===== config.mk =====
export PLATFORM = sky130hd
export DESIGN_NAME = stream_demux_n
export DESIGN_NICKNAME = d
export VERILOG_FILES = /design/src/rtl/stream_demux_n.sv
export SDC_FILE = /design/constraint.sdc
export NUM_CORES = 1
export LEC_CHECK = 0
export BUFFER_PORTS_ARGS = -buffer_cell sky130_fd_sc_hd__buf_2
export CAP_MARGIN = 20
export CORE_MARGIN = 5
export CORE_UTILIZATION = 51
export DETAILED_ROUTE_END_ITERATION = 8
export HOLD_SLACK_MARGIN = 0.08
export PLACE_DENSITY = 0.95
export REMOVE_ABC_BUFFERS = 1
export SYNTH_ARGS = -nofsm -noshare
export SYNTH_HDL_FRONTEND = slang
export SYNTH_SLANG_ARGS = --single-unit

===== constraint.sdc =====
create_clock -name clk -period 2.7 [get_ports clk]
set_input_delay 0.27 -clock clk [delete_from_list [all_inputs] [get_ports clk]]
set_output_delay 0.27 -clock clk [all_outputs]
set_load 0.01 [all_outputs]

===== src/rtl/stream_demux_n.sv =====
// stream_demux_n: registered 1-to-N stream demultiplexer with unicast/broadcast and a saturating drop counter
//   clk, rst_n          rising-edge clock, asynchronous active-low reset
//   in_valid/in_ready   producer handshake; in_ready never depends on in_valid
//   in_data, in_sel     input word and target channel index
//   in_bcast            copy the word to every channel, in_sel ignored
//   out_valid/out_ready per-channel consumer handshake
//   out_data            channel k in bits [k*DW +: DW]
//   drop_cnt            words consumed with an out-of-range in_sel
module stream_demux_n #(
   parameter int N_CH = 4,
   parameter int DW = 8,
   parameter int CNT_W = 8,
   localparam int SEL_W = (N_CH > 2) ? $clog2(N_CH) : 1
) (
   input  logic              clk,
   input  logic              rst_n,
   input  logic              in_valid,
   output logic              in_ready,
   input  logic [DW-1:0]     in_data,
   input  logic [SEL_W-1:0]  in_sel,
   input  logic              in_bcast,
   output logic [N_CH-1:0]   out_valid,
   input  logic [N_CH-1:0]   out_ready,
   output logic [N_CH*DW-1:0] out_data,
   output logic [CNT_W-1:0]  drop_cnt
);
   logic [N_CH-1:0] free, hit, load;
   logic sel_ok, acc;
   always_comb begin
      hit = '0;
      for (int k = 0; k < N_CH; k++) hit[k] = 32'(in_sel) == k;
   end
   assign sel_ok = 32'(in_sel) < N_CH;
   // a channel draining this cycle can take a new word at the same edge
   assign free = ~out_valid | out_ready;
   // out-of-range selects are always accepted so they can be dropped
   assign in_ready = in_bcast ? &free : sel_ok ? |(free & hit) : 1'b1;
   assign acc = in_valid & in_ready;
   assign load = acc ? (in_bcast ? '1 : hit) : '0;
   always_ff @(posedge clk or negedge rst_n)
      if (!rst_n) begin
         out_valid <= '0;
         out_data <= '0;
      end else
         for (int k = 0; k < N_CH; k++)
            if (load[k]) begin
               out_valid[k] <= 1'b1;
               out_data[k*DW +: DW] <= in_data;
            end else if (out_ready[k])
               out_valid[k] <= 1'b0;
   always_ff @(posedge clk or negedge rst_n)
      if (!rst_n) drop_cnt <= '0;
      else if (acc && !in_bcast && !sel_ok && !(&drop_cnt)) drop_cnt <= drop_cnt + 1'b1;
endmodule


==> impl_metrics.csv, run 1 <==
group,metric,value,unit
status,status,"completed",
worst_setup_path,path_class,"flop to output pin",
worst_setup_path,cp_num_cells,4,
worst_setup_path,arrival,1.58,ns
worst_setup_path,crit_buf_inv,1,
placement,numPortBuffers,54,
final_layout,multi_input_comb_area,609,um2
logic_synthesis,synth_area_per_cell,14.2,um2
clock_network,numCtsBuffers,5,
clock_network,htreeDepth,2,
sta,max_freq,0.542,GHz
worst_setup_path,r2r_cells,4,
final_layout,ff_latch_area,901,um2
sta,totalNegativeSetupSlack,0,ns
final_layout,insertedDiodeCount,0,
worst_setup_path,cp_max_fo,4,
clock_network,cts.sinks,36,
worst_setup_path,reg2reg_to,"out_data[9]",
route,wl_per_cell,16.9,um
final_layout,n_fill_cell,232,
power_and_ir_drop,p_total,0.00163,W
power_and_ir_drop,p_int,0.00110,W
worst_setup_path,critPathSlowestCell,"a41oi_1",
logic_synthesis,synthesis.area,1550,um2
power_and_ir_drop,p_leak,0.916,nW
sta,hold_violations,0,
hold_path,hold_depth,2,
placement,dp_hpwl,2640,um
logic_synthesis,seq_area_frac_synth,58.2,%
worst_setup_path,rrSetupSlack,0.92,ns
logic_synthesis,postSynthCellCount,109,
worst_setup_path,reg2reg_from,"out_valid[0]",
worst_setup_path,start_kind,"flop",
global_route,grt_overflow_total,0,
clock_network,clk_latency,0.33,ns
final_layout,layout-area-overhead-vs-synth,22.6,%
clock_network,cts.root.buffer_cell,"clkbuf_4",
route,drt-total-wl,3460,um
sta,layout_min_cycle_time,1.85,ns
power_and_ir_drop,power_frac_clock,18.3,%
clock_network,cts_buffer_depth,2,
worst_setup_path,critPathLaunch,"out_valid[1]",
logic_synthesis,synth_seq_cells,36,
sta,worstMarginPinSlew,0.775,ns
sta,relSlewSlack,48.3,%
worst_setup_path,crit_chain,"nand2b_1 -> a41oi_1 -> o22ai_1 -> buf_2",
route,drt_iter0_drc,27,
worst_setup_path,path_delay_family,"compound AO/OA/AOI/OAI gates",
power_and_ir_drop,pwr-share-comb,33.0,%
hold_path,min_path_type,"primary input to flop",
global_route,antenna_found_initial,0,
route,vias,1084,
route,ant_nets,0,
sta,skew,0.0105,ns
run,maxCapViolCount,0,
final_layout,final_area,1900,um2
placement,place_area,1830,um2
sta,whs,0.200,ns
sta,finalCritPeriodShare,68.4,%
worst_setup_path,critPathCaptureType,"output pin",
floorplan,die-area,4240,um2
sta,rsz0062_at_grt,"false",
clock_network,path_clk_slew,0.11,ns
power_and_ir_drop,netSwitchingFraction,32.7,%
final_layout,fin_cells,204,
power_and_ir_drop,cellPowerDensity,859,nW/um2
floorplan,rows,20,
worst_setup_path,critical-path-max-stage-delay,0.39,ns
worst_setup_path,crit_path_end,"in_ready",
global_route,grtUsageTotal,18.0,%
sta,finalSetupViolations,0,
sta,maxSlewViolCount,0,
power_and_ir_drop,peakVddDrop,0.000620,V
clock_network,post_cts_resized,0,
worst_setup_path,cp.required,2.43,ns
route,route.detailed.drc,0,
floorplan,io_pins,63,
logic_synthesis,yosysWarnings,0,
final_layout,finalNetCount,188,
global_route,grt_pass1_vias,1175,
logic_synthesis,synth.distinct_cells,26,
global_route,grt_pass1_wl,5730,um
floorplan,die_y,65.1,um
route,drtPass1Iterations,4,
power_and_ir_drop,pwr-share-seq,48.8,%
floorplan,start_util,52.0,%
route,vias_per_cell,5.31,
placement,routabilityCongestion,0.745,
final_layout,final_layout_size_suffix_gt1_share,57.3,%
power_and_ir_drop,switching_power,0.000532,W
placement,dp_cells,195,
floorplan,core,2980,um2
global_route,grt_max_degree,37,
floorplan,die_x,65.1,um
clock_network,cts_tree,"done",
-- worst register-to-register path: stages (launching register included) --
cell and delay [ns]:
dfrtp_1 0.40, nand2b_1 0.16, nand4_1 0.28, o22ai_4 0.45
mux2_2 0.40
-- Yosys cell counts --
cell type	number	area [um2]
buf_4	8	60.1
o21ai_2	1	8.76
o21ai_4	1	16.3
inv_1	1	3.75
o22ai_1	1	6.26
and3b_1	1	8.76
mux2_2	31	349
nor2_1	2	7.51
nand2_1	3	11.3
nor3b_1	1	7.51
a41oi_1	1	8.76
mux2_1	1	11.3
a211oi_1	1	7.51
nor2_2	2	12.5
or3_1	1	6.26
nand3b_1	1	7.51
nand2b_1	6	37.5
o22ai_4	1	20.0
nor4_1	1	6.26
or3b_1	1	8.76
conb_1	1	3.75
nand4_1	1	6.26
nor2b_1	3	18.8
o21bai_1	1	7.51
a21oi_1	1	5.00
dfrtp_1	36	901
-- kinds of logic (layout without fill, tap and decap cells) --
family	Yosys count	in the layout	synth area share (%)
DFF	36	36	58.2
muxes	32	32	23.3
and+or+nand+nor	23	23	8.98
buffers and inverters	9	64	4.12
AOI/OAI and AO/OA	8	8	5.17
other	1	8	0.242
-- power groups by stage --
stage	registers, W	clock network (W)	logic, W
floorplan	0.000875	0	0.000209
global placement	0.000787	0	0.000525
detailed placement	0.000805	0	0.000545
CTS	0.000796	0.000307	0.000547
global route	0.000815	0.000334	0.000584
finish	0.000794	0.000298	0.000537
-- how the worst min path moves through the flow --
stage                    start            to  slack, ns
floorplan                rst_n   out_data[0]      -0.03
global placement         rst_n   out_data[4]       0.36
detailed placement       rst_n  out_data[12]       0.39
CTS                 in_data[4]  out_data[12]       0.18
global route        in_data[6]  out_data[14]       0.18
finish              in_data[4]  out_data[12]       0.20
-- routing by layer --
layer,up-vias,share of wire [%],GRT usage [%]
met5,-,0,0
met4,0,0.98,6.74
met3,4,7.3,5.30
met2,48,52,32.2
met1,535,40,20.1
li1,497,-,-
-- state kept, by name, indices dropped and copies added, names as in the netlist --
name       cells
out_data      32
out_valid      4
-- per-stage QoR --
stage	setup slack (ns)	util, %
floorplan	1.11	-
detailed placement	0.905	61.3
finish	0.853	63.7
CTS	0.865	63.7
global route	0.733	63.7
global placement	1.00	61.3
-- cell usage in the layout, fill, tap and decap left out, types with 2 or more instances in the layout --
master / count
buf_2: 54
dfrtp_1: 36
mux2_2: 31
conb_1: 8
nand2b_1: 6
clkbuf_4: 5
nor2b_1: 3
nand2_1: 3
nor2_1: 2
nor2_2: 2
clkinv_2: 2
-- timing repair --
| item | 4_1_cts | 5_1_grt |
|---|---|---|
| endpoints found under the hold margin | 36 | 0 |
| hold buffers | 1 | 0 |
| endpoints found under the setup margin | 0 | 0 |
| setup buffers | 0 | 0 |
-- cell type report --
cell class | count | share of cell area, %
sequential | 36 | 47.5
multi-input combinational | 71 | 32.1
timing repair buffer | 55 | 14.8
clock buffer | 6 | 2.70
tap | 33 | 2.18
clock inverter | 2 | 0.528
inverter | 1 | 0.198
No activity file was read; power rests on OpenSTA's default activity.
==> run 2, diff against run 1 <==
--- a/config.mk
+++ b/config.mk
@@ -8,10 +8,10 @@
 export BUFFER_PORTS_ARGS = -buffer_cell sky130_fd_sc_hd__buf_2
 export CAP_MARGIN = 20
 export CORE_MARGIN = 5
-export CORE_UTILIZATION = 51
+export CORE_UTILIZATION = 47
 export DETAILED_ROUTE_END_ITERATION = 8
 export HOLD_SLACK_MARGIN = 0.08
-export PLACE_DENSITY = 0.95
+export PLACE_DENSITY = 0.9
 export REMOVE_ABC_BUFFERS = 1
 export SYNTH_ARGS = -nofsm -noshare
 export SYNTH_HDL_FRONTEND = slang
==> constraint.sdc (replaced) <==
create_clock -name clk -period 1.7 [get_ports clk]
set_input_delay 0.17 -clock clk [delete_from_list [all_inputs] [get_ports clk]]
set_output_delay 0.17 -clock clk [all_outputs]
set_load 0.01 [all_outputs]
==> impl_metrics.csv, run 2 (synthesis gave the netlist of run 1 again) <==
group,metric,value,unit
sta,relSlewSlack,47.9,%
route,wl_met2,1900,um
power_and_ir_drop,p_leak,0.966,nW
worst_setup_path,path_delay_family,"flip-flops",
worst_setup_path,cp_num_cells,5,
route,met1_length,1520,um
placement,numPortBuffers,54,
sta,skew,0.00313,ns
global_route,grt_pass1_vias,1239,
sta,finalSetupViolations,0,
global_route,grt_pass1_wl,5940,um
final_layout,layout-area-overhead-vs-synth,32.5,%
power_and_ir_drop,cellPowerDensity,1290,nW/um2
floorplan,die_x,67.4,um
worst_setup_path,path_class,"flop to output pin",
run,maxCapViolCount,0,
worst_setup_path,critPathSlowestCell,"dfrtp_1",
floorplan,die_y,67.4,um
worst_setup_path,crit_chain,"nand2b_1 -> buf_4 -> a41oi_2 -> o22ai_1 -> buf_2",
sta,max_freq,0.593,GHz
placement,routabilityCongestion,0.842,
route,route.detailed.drc,0,
worst_setup_path,reg2reg_from,"out_valid[1]",
sta,hold_violations,0,
floorplan,rows,20,
sta,rsz0062_at_grt,"true",
route,ant_nets,0,
sta,layout_min_cycle_time,1.68,ns
sta,worstMarginPinSlew,0.781,ns
final_layout,top_regs,"out_data x32, out_valid x4",
route,drtPass1Iterations,4,
power_and_ir_drop,peakVddDrop,0.000811,V
worst_setup_path,critPathCaptureType,"output pin",
placement,dp_hpwl,2720,um
final_layout,final_cell_mix,"buf_2 (54), dfrtp_1 (36), mux2_2 (31)",
clock_network,numCtsBuffers,5,
hold_path,min_path_type,"primary input to flop",
worst_setup_path,cp.required,1.53,ns
worst_setup_path,critical-path-max-stage-delay,0.39,ns
clock_network,clk_latency,0.33,ns
final_layout,insertedDiodeCount,0,
route,drt-total-wl,3820,um
worst_setup_path,cp_max_fo,3,
worst_setup_path,start_kind,"flop",
worst_setup_path,critPathLaunch,"out_valid[1]",
sta,maxSlewViolCount,0,
floorplan,core,3100,um2
worst_setup_path,crit_buf_inv,2,
final_layout,top_register,"out_data",
power_and_ir_drop,p_total,0.00266,W
clock_network,cts_tree,"done",
final_layout,finalNetCount,196,
floorplan,die-area,4540,um2
clock_network,cts.root.buffer_cell,"clkbuf_4",
route,drt_iter0_drc,32,
floorplan,start_util,49.9,%
route,wl_per_cell,17.1,um
final_layout,largest_register_ffs,32,
final_layout,final_layout_size_suffix_gt1_share,63.1,%
global_route,grt_max_degree,37,
global_route,grt_overflow_total,0,
clock_network,cts_buffer_depth,2,
global_route,grtUsageTotal,18.1,%
global_route,antenna_found_initial,0,
status,status,"completed",
worst_setup_path,arrival,1.51,ns
route,wl_met3,353,um
floorplan,io_pins,63,
hold_path,holdCritStartpoint,"in_data[2]",
route,vias_per_cell,5.06,
final_layout,fin_util,66.1,%
route,highest_layer,"met4",
clock_network,path_clk_slew,0.10,ns
clock_network,htreeDepth,2,
sta,finalCritPeriodShare,99.1,%
route,vias,1129,
final_layout,layout_commonest_cell,"buf_2",
worst_setup_path,r2r_cells,5,
hold_path,hold_depth,2,
clock_network,cts.sinks,36,
-- run 2: changes by cell type in the layout (fill, tap and decap cells not counted), sizes merged --
cell | previous run | this run
buf | 54 | 61
clkbuf | 6 | 8
clkinv | 2 | 0
o22ai | 2 | 3
-- run 2: final timing paths --
| check | endpoint | slack [ns] |
|---|---|---|
| setup / recovery | in_ready | 0.02 |
| hold / removal | out_data[18] | 0.1 |
| setup reg to reg | out_data[7] | 0.04 |
| hold reg to reg | out_data[18] | 0.49 |
| max in group asynchronous | out_data[27] | 0.76 |
| min in group asynchronous | out_data[2] | 0.45 |
-- run 2: metal layers --
layer  track usage (%)  vias up
met5                 0        -
met4              6.84        0
met3              7.15        5
met2              30.7       57
met1              20.6      556
li1                  -      511
-- run 2: cell type report --
type                    count  area [um2]
flip-flops and latches     36         901
well taps                  44        55.1
multi-input cells          72         687
inverters                   1        3.75
clock buffers               8        58.8
repair buffers             62         345
fillers                   265        1050
-- run 2: power by group --
part           internal (W)  switching [W]  leakage [nW]
registers           0.00112       0.000138         0.426
logic              0.000472       0.000456         0.507
clock network      0.000204       0.000266        0.0326
-- run 2: repair_timing --
item / 4_1_cts / 5_1_grt
resized for setup: 3 / 10
hold buffers: 1 / 0
endpoints found under the setup margin: 16 / 33
cloned: 0 / 1
hold endpoints to repair: 36 / 0
buffers inserted: 1 / 2
pin swaps: 2 / 2
-- run 2: stage by stage --
| stage | cell area, um2 | hold WS (ns) | TNS (ns) | cells | setup slack (ns) |
|---|---|---|---|---|---|
| 3_5_place_dp | 1870 | 0.288 | -0.601 | 210 | -0.0798 |
| 6_report | 2050 | 0.0990 | 0 | 223 | 0.0150 |
| 5_1_grt | 2050 | 0.0900 | -0.110 | 223 | -0.0626 |
| 2_1_floorplan | 1510 | -0.126 | 0 | 108 | 0.105 |
| 3_3_place_gp | 1870 | 0.271 | 0 | 210 | 0.0127 |
| 4_1_cts | 1980 | 0.0854 | 0 | 220 | 0.0127 |
==> run 3, diff against run 2 <==
==> constraint.sdc (replaced) <==
create_clock -name clk -period 1.9 [get_ports clk]
set_input_delay 0.19 -clock clk [delete_from_list [all_inputs] [get_ports clk]]
set_output_delay 0.19 -clock clk [all_outputs]
set_load 0.01 [all_outputs]
==> impl_metrics.csv, run 3 (synthesis gave the netlist of run 1 again) <==
group,metric,value,unit
route,route.detailed.drc,0,
route,vias,1078,
worst_setup_path,start_kind,"flop",
power_and_ir_drop,p_leak,0.911,nW
floorplan,die-area,4540,um2
global_route,grt_pass1_vias,1168,
placement,place_area,1850,um2
final_layout,layout_commonest_cell,"buf_2",
placement,routabilityCongestion,0.858,
final_layout,insertedDiodeCount,0,
power_and_ir_drop,pwr-share-seq,49.9,%
power_and_ir_drop,p_total,0.00226,W
global_route,grtUsageTotal,17.5,%
route,drt-total-wl,3490,um
floorplan,rows,20,
clock_network,cts.root.buffer_cell,"clkbuf_4",
clock_network,clk_latency,0.33,ns
route,vias_per_cell,5.01,
power_and_ir_drop,peakVddDrop,0.000672,V
final_layout,finalNetCount,189,
route,wl_per_cell,16.2,um
worst_setup_path,cp_max_fo,8,
clock_network,htreeDepth,2,
final_layout,final_layout_size_suffix_gt1_share,56.7,%
clock_network,path_clk_slew,0.09,ns
route,ant_nets,0,
sta,skew,0.00420,ns
final_layout,top_register,"out_data",
route,drtPass1Iterations,4,
global_route,grt_max_degree,37,
sta,maxSlewViolCount,0,
sta,relSlewSlack,48.0,%
placement,preCtsSetupSlack,0.126,ns
clock_network,cts.sinks,36,
final_layout,layout-area-overhead-vs-synth,23.0,%
global_route,grt_pass1_wl,5850,um
floorplan,core,3100,um2
worst_setup_path,cp.required,2.12,ns
worst_setup_path,critical-path-max-stage-delay,0.52,ns
worst_setup_path,critPathSlowestCell,"nor4_1",
sta,hold_violations,0,
floorplan,die_x,67.4,um
hold_path,min_path_type,"primary input to flop",
final_layout,largest_register_ffs,32,
clock_network,cts_tree,"done",
sta,finalCritPeriodShare,94.5,%
placement,dp_cells,207,
power_and_ir_drop,p_int,0.00152,W
sta,setup_ws,0.105,ns
final_layout,top_regs,"out_data x32, out_valid x4",
sta,layout_min_cycle_time,1.80,ns
sta,totalNegativeSetupSlack,0,ns
sta,worstMarginPinSlew,0.779,ns
global_route,grt_overflow_total,0,
worst_setup_path,crit_chain,"nor2b_1 -> nor4_1 -> o21ai_2 -> mux2_2",
worst_setup_path,path_class,"flop to flop",
floorplan,start_util,49.9,%
placement,dp_hpwl,2620,um
power_and_ir_drop,netSwitchingFraction,32.7,%
global_route,antenna_found_initial,0,
power_and_ir_drop,cellPowerDensity,1190,nW/um2
worst_setup_path,critPathCaptureType,"flop",
floorplan,die_y,67.4,um
sta,max_freq,0.557,GHz
sta,rsz0062_at_grt,"false",
clock_network,cts_buffer_depth,2,
clock_network,cts_setup_buffers,0,
floorplan,io_pins,63,
final_layout,fin_cells,215,
power_and_ir_drop,pwr-share-comb,33.9,%
worst_setup_path,arrival,2.01,ns
power_and_ir_drop,power_frac_clock,16.1,%
power_and_ir_drop,switching_power,0.000740,W
sta,finalSetupViolations,0,
clock_network,numCtsBuffers,5,
final_layout,final_cell_mix,"buf_2 (54), dfrtp_1 (36), mux2_2 (31)",
placement,numPortBuffers,54,
status,status,"completed",
route,drt_iter0_drc,61,
final_layout,final_area,1900,um2
run,maxCapViolCount,0,
-- run 3: changes by cell type in the layout (fill, tap and decap cells not counted), sizes merged --
cell,before,now
buf,61,55
clkbuf,8,6
o22ai,3,2
clkinv,0,1
-- run 3: cell type report --
type	count	area (um2)
inverters	1	3.75
flip-flops and latches	36	901
repair buffers	56	288
multi-input cells	71	609
clock inverters	1	5.00
well taps	44	55.1
fillers	267	1200
clock buffers	6	41.3
-- run 3: critical path, delay by kind of cell (launching register included) --
family / cells / cell delay, ns
AO/OA/AOI/OAI: 1 / 0.27
flip-flops: 1 / 0.40
multiplexers: 1 / 0.33
AND/OR/NAND/NOR: 2 / 0.68
-- run 3: power by group through the flow --
| stage | Combinational (W) | Clock (W) | Sequential (W) |
|---|---|---|---|
| final | 0.000767 | 0.000365 | 0.00113 |
| after global routing | 0.000833 | 0.000420 | 0.00116 |
| after CTS | 0.000781 | 0.000389 | 0.00113 |
| after detailed placement | 0.000780 | 0 | 0.00114 |
| after global placement | 0.000749 | 0 | 0.00113 |
| after floorplan | 0.000297 | 0 | 0.00124 |
-- run 3: final timing paths --
path | from | end | slack, ns | cells after the start
max in group asynchronous | rst_n | out_data[13] | 0.94 | 2
min in group asynchronous | rst_n | out_data[26] | 0.47 | 2
worst min-delay path | in_data[5] | out_data[13] | 0.13 | 2
worst min register to register | out_data[18] | out_data[18] | 0.51 | 1
worst max-delay path | out_valid[2] | out_data[2] | 0.10 | 4
worst max register to register | out_valid[2] | out_data[2] | 0.10 | 4
-- run 3: what timing repair did --
action,4_1_cts,5_1_grt
endpoints found under the setup margin,0,0
hold buffers,1,0
gates resized for setup,0,0
endpoints found under the hold margin,36,0
-- run 3: layer usage --
metal | up-vias | part of all wire [%] | routed length (um) | track usage [%]
li1 | 494 | - | - | -
met4 | 0 | 0.97 | 34 | 4.56
met2 | 60 | 45 | 1580 | 27.1
met3 | 4 | 9.5 | 331 | 7.15
met1 | 520 | 44 | 1540 | 22.7
met5 | - | 0 | 0 | 0
-- run 3: through the flow --
step	hold WS, ns	util (%)
3_3_place_gp	0.290	59.5
4_1_cts	0.105	61.3
5_1_grt	0.111	61.3
6_report	0.129	61.3
2_1_floorplan	-0.106	-
3_5_place_dp	0.315	59.5
